[src/rtl/fetch_sequencer.sv]
// Instruction fetch sequencer: IDLE/RUN/HALTED control with multi-cycle
// instructions, stall, branch redirect and saturating cycle/retire counters.
module fetch_sequencer #(
    parameter int unsigned     PW         = 10,
    parameter int unsigned     IW         = 9,
    parameter int unsigned     CW         = 16,
    parameter int unsigned     CPI        = 1,
    parameter logic [PW-1:0]   START_ADDR = '0,
    parameter logic [IW-1:0]   HALT_INSTR = '1
) (
    input  logic          CLK,
    input  logic          reset_n,
    input  logic          start,
    input  logic          stall,
    input  logic [IW-1:0] instruction,
    input  logic          branch_en,
    input  logic          branch_rel,
    input  logic [PW-1:0] branch_target,
    output logic [PW-1:0] PC,
    output logic          retire,
    output logic          halt,
    output logic [CW-1:0] cycle_ct,
    output logic [CW-1:0] instr_ct
);

    localparam int unsigned PHW = (CPI > 1) ? $clog2(CPI) : 1;
    localparam logic [PHW-1:0] LAST_PH = PHW'(CPI - 1);

    typedef enum logic [1:0] {
        IDLE   = 2'd0,
        RUN    = 2'd1,
        HALTED = 2'd2
    } state_t;

    state_t         state_q;
    logic [PW-1:0]  pc_q;
    logic [PW-1:0]  pc_d;
    logic [PHW-1:0] phase_q;
    logic [CW-1:0]  cyc_q;
    logic [CW-1:0]  cyc_d;
    logic [CW-1:0]  ins_q;
    logic [CW-1:0]  ins_d;
    logic           halt_q;
    logic           is_halt;

    assign retire  = (state_q == RUN) && !stall && (phase_q == LAST_PH);
    assign is_halt = (instruction == HALT_INSTR);

    always_comb begin
        pc_d  = pc_q + PW'(1);
        cyc_d = (cyc_q == '1) ? cyc_q : cyc_q + CW'(1);
        ins_d = (ins_q == '1) ? ins_q : ins_q + CW'(1);
        // Relative offsets wrap naturally since target and PC share a width.
        if (branch_en) begin
            pc_d = branch_rel ? pc_q + branch_target : branch_target;
        end
    end

    always_ff @(posedge CLK) begin
        if (!reset_n) begin
            state_q <= IDLE;
            pc_q    <= START_ADDR;
            phase_q <= '0;
            cyc_q   <= '0;
            ins_q   <= '0;
            halt_q  <= 1'b0;
        end else if (start) begin
            state_q <= RUN;
            pc_q    <= START_ADDR;
            phase_q <= '0;
            cyc_q   <= '0;
            ins_q   <= '0;
            halt_q  <= 1'b0;
        end else begin
            unique case (state_q)
                RUN: begin
                    cyc_q <= cyc_d;
                    if (retire) begin
                        phase_q <= '0;
                        ins_q   <= ins_d;
                        if (is_halt) begin
                            state_q <= HALTED;
                            halt_q  <= 1'b1;
                        end else begin
                            pc_q <= pc_d;
                        end
                    end else if (!stall) begin
                        phase_q <= phase_q + PHW'(1);
                    end
                end
                HALTED: halt_q <= 1'b1;
                default: state_q <= IDLE;
            endcase
        end
    end

    assign PC       = pc_q;
    assign halt     = halt_q;
    assign cycle_ct = cyc_q;
    assign instr_ct = ins_q;

endmodule
[config.mk]
export PLATFORM = sky130hd
export DESIGN_NAME = fetch_sequencer
export DESIGN_NICKNAME = d
export VERILOG_FILES = /design/src/rtl/fetch_sequencer.sv
export SDC_FILE = /design/constraint.sdc
export NUM_CORES = 1
export LEC_CHECK = 0
export CORE_ASPECT_RATIO = 1.25
export CORE_MARGIN = 2
export CORE_UTILIZATION = 45
export CTS_CLUSTER_DIAMETER = 40
export DETAILED_ROUTE_END_ITERATION = 16
export DONT_BUFFER_PORTS = 1
export PLACE_DENSITY_LB_ADDON = 0.15
export SYNTH_ARGS = -nofsm -noshare
export SYNTH_HDL_FRONTEND = slang
export SYNTH_SLANG_ARGS = --single-unit
export TNS_END_PERCENT = 1
[constraint.sdc]
create_clock -name CLK -period 2.3 [get_ports CLK]
set_input_delay 0.115 -clock CLK [delete_from_list [all_inputs] [get_ports CLK]]
set_output_delay 0.115 -clock CLK [all_outputs]
set_load 0.1 [all_outputs]
==> impl_results.md <==
- Post-route setup slack: 0.0402 ns
- Largest net degree at the start of global routing: 28
- Mapped Nets: 371
- Post-CTS setup buffers: 0
- Status: finished clean
- I/O pins: 69
- Hold Path Class: in2reg
- DR vias/cell: 5.52
- FF+latch count, synth: 46
- Final Util: 0.601
- Die X: 74.2 um
- CORE AREA: 5860 um2
- Lkg Pwr: 1.33 nW
- R2R depth: 7
- Ys async rst share: 0
- Share of post-route cells with drive strength above 1: 0.272
- CTS clk-pin slew, worst paths: 0.09 ns
- Hold EP: PC[4]$_SDFFE_PP0P_
- VDD IR max: 0.000326 V
- CP Launch Type: register
- TritonRoute pass-1 iters: 4
- Synth-to-Final Area Change: 27.1%
- Power density over the cells: 422 nW/um2
- Pre-CTS setup slack: -0.0445 ns
- Largest fanout on the critical path: 3
- RR Endpoint: PC[9]$_SDFFE_PP0P_
- Fill cell count: 525
- Maxcap violations: 0
- Max-slew violations: 0
- Clock Tree Root: clkbuf_8
- FF-to-FF setup slack: 0.04 ns
- DR WL/cell: 14.8 um
- Most frequent cells in the layout: buf_4, nor2_1, xnor2_1
- Global route total overflow: 0
- DRT antenna net count: 0
- Worst-Margin Slew: 1.07 ns
- FF-to-FF Start: PC[1]$_SDFFE_PP0P_
- CTS max path bufs: 2
- Clk sink count: 46
- Worst hold path cell count: 2
- Setup CP Type: reg2reg
- Avg Synthesized Cell Area: 8.32 um2
- Vias in the first global route: 2686
- Hold Violations, Final: 0
- N_diodes: 0
- Die Ht: 91.7 um
- HPWL Detailed: 5.37 mm
- Cell count after synthesis: 333
- Initial antenna violation count: 0
- WL final: 7.10 mm
- Die area: 6800 um2
- # DRC: 0
- Sequential share of the synthesized area: 0.332
- All-layer global routing usage: 0.218
- Max transition margin: 0.281
- Initial Util: 0.473
- Most common cell after layout, fill and taps aside: buf_4
- Cell variety after synth: 53
- Final Setup Violations: 0
- I/O Buffers: 0
- Crit path time final: 2.26 ns
- Synth warn: 0
- Layout Skew: 0.00906 ns
- RSZ-0062 raised after global routing: yes
- Post-synth EDFFs: 0
- # rows: 31
- Hold path start: branch_en
- Clock latency on the worst-skew pair: 0.29 ns
- Critical path endpoint category: register
- Fmax: 443 MHz
- Register area: 962 um2
- Nets: 434
- Footprint of the multi-input gates: 1840 um2
- Worst path arrival time: 2.49 ns
- CP required: 2.53 ns
- Setup TNS Final: 0 ns
- Global-route wire length before repair: 11.9 mm
- CTS H-tree lvls: 2
- Final Wtd Congestion: 0.825
- Synth Flop Type: dfxtp_1
- Fin crit share: 0.983
- Synthesized cell area: 2770 um2
- Num CTS Buffers: 5
- TritonCTS clock tree: built
- Drt first-iter violations: 174
- Vias: 2644
==> critical path, cell delays in order (launching register included) <==
cell and delay, ns:
dfxtp_4 0.37, ha_4 0.22, a211oi_4 0.27, nor2_2 0.09, o31ai_4 0.28, mux2_4 0.33, or4b_1 0.47, a31oi_1 0.17
==> cell usage after synthesis, drive strengths merged, types with 2 or more instances <==
cell / n / area [um2]
or3: 3 / 18.8
a211oi: 6 / 45.0
o211a: 2 / 20.0
a21oi: 17 / 85.1
nand2: 15 / 56.3
nand4: 9 / 56.3
o21ai: 21 / 105
a221oi: 2 / 17.5
xor2: 9 / 78.8
nor3b: 2 / 15.0
mux2i: 4 / 40.0
o31ai: 3 / 22.5
o21a: 2 / 16.3
or4b: 2 / 23.8
a21o: 3 / 22.5
nor4: 6 / 43.8
nand2b: 4 / 25.0
xnor2: 24 / 210
and2: 4 / 25.0
ha: 12 / 150
nor2: 56 / 226
and3: 8 / 50.1
a31oi: 7 / 43.8
nand3: 13 / 70.1
nor2b: 4 / 25.0
inv: 7 / 26.3
nor3: 9 / 45.0
mux2: 4 / 45.0
clkbuf: 8 / 30.0
a32o: 2 / 20.0
dfxtp: 46 / 921
and4: 3 / 26.3
o21bai: 3 / 22.5
==> cell families after synthesis <==
| kind of cell | after synthesis | synth area share |
|---|---|---|
| xor gates and xnor gates | 33 | 0.104 |
| adders and majority gates | 13 | 0.0614 |
| DFF | 46 | 0.332 |
| buffers and inverters | 16 | 0.0221 |
| and+or+nand+nor | 140 | 0.260 |
| AOI/OAI and AO/OA | 77 | 0.189 |
| muxes | 8 | 0.0307 |
==> power breakdown <==
part / leakage (nW) / internal [mW] / switching, mW
registers: 0.385 / 0.797 / 0.00384
clock network: 0.0395 / 0.217 / 0.264
logic: 0.907 / 0.0783 / 0.126
==> per-stage QoR <==
| stage | hold slack, ns | cells | power [mW] | cell area, um2 |
|---|---|---|---|---|
| after floorplan | 0.232 | 333 | 0.970 | 2820 |
| after global placement | 0.233 | 464 | 1.00 | 3320 |
| after detailed placement | 0.238 | 464 | 1.01 | 3320 |
| after CTS | 0.00982 | 479 | 1.50 | 3500 |
| after global routing | 0.0114 | 479 | 1.55 | 3520 |
| final | 0.0211 | 479 | 1.49 | 3520 |
==> final cells by class <==
class / instances / share of cell area
multi-input cells: 271 / 0.524
flip-flops and latches: 46 / 0.273
well taps: 82 / 0.0291
repair buffers: 65 / 0.144
inverters: 7 / 0.00746
clock buffers: 8 / 0.0227
==> worst max path at each step <==
stage	startpoint	end	depth (start not counted)
after floorplan	PC[1]$_SDFFE_PP0P_	PC[9]$_SDFFE_PP0P_	7
after global placement	PC[1]$_SDFFE_PP0P_	PC[9]$_SDFFE_PP0P_	7
after detailed placement	PC[1]$_SDFFE_PP0P_	PC[9]$_SDFFE_PP0P_	7
after CTS	PC[1]$_SDFFE_PP0P_	PC[9]$_SDFFE_PP0P_	7
after global routing	PC[1]$_SDFFE_PP0P_	PC[5]$_SDFFE_PP0P_	9
final	PC[1]$_SDFFE_PP0P_	PC[9]$_SDFFE_PP0P_	7
==> state kept, by name, indices dropped and copies added, names as in the netlist <==
signal,flops
PC,10
phase_q,1
instr_ct,16
cycle_ct,16
state_q,2
halt,1
==> timing repair <==
action / in CTS / in global routing
hold endpoints to repair: 6 / 0
pin swaps: 3 / 1
gates resized for setup: 4 / 4
hold buffers: 7 / 0
setup endpoints to repair: 1 / 5
==> metal layers <==
metal  vias up  global-route usage  part of all wire
met4         0              0.0561             0.016
met3        15              0.0527             0.066
met5         -                   0                 0
met1      1216               0.254              0.42
li1       1331                   -                 -
met2        82               0.390              0.50
Power figures use the tool's default switching activity.
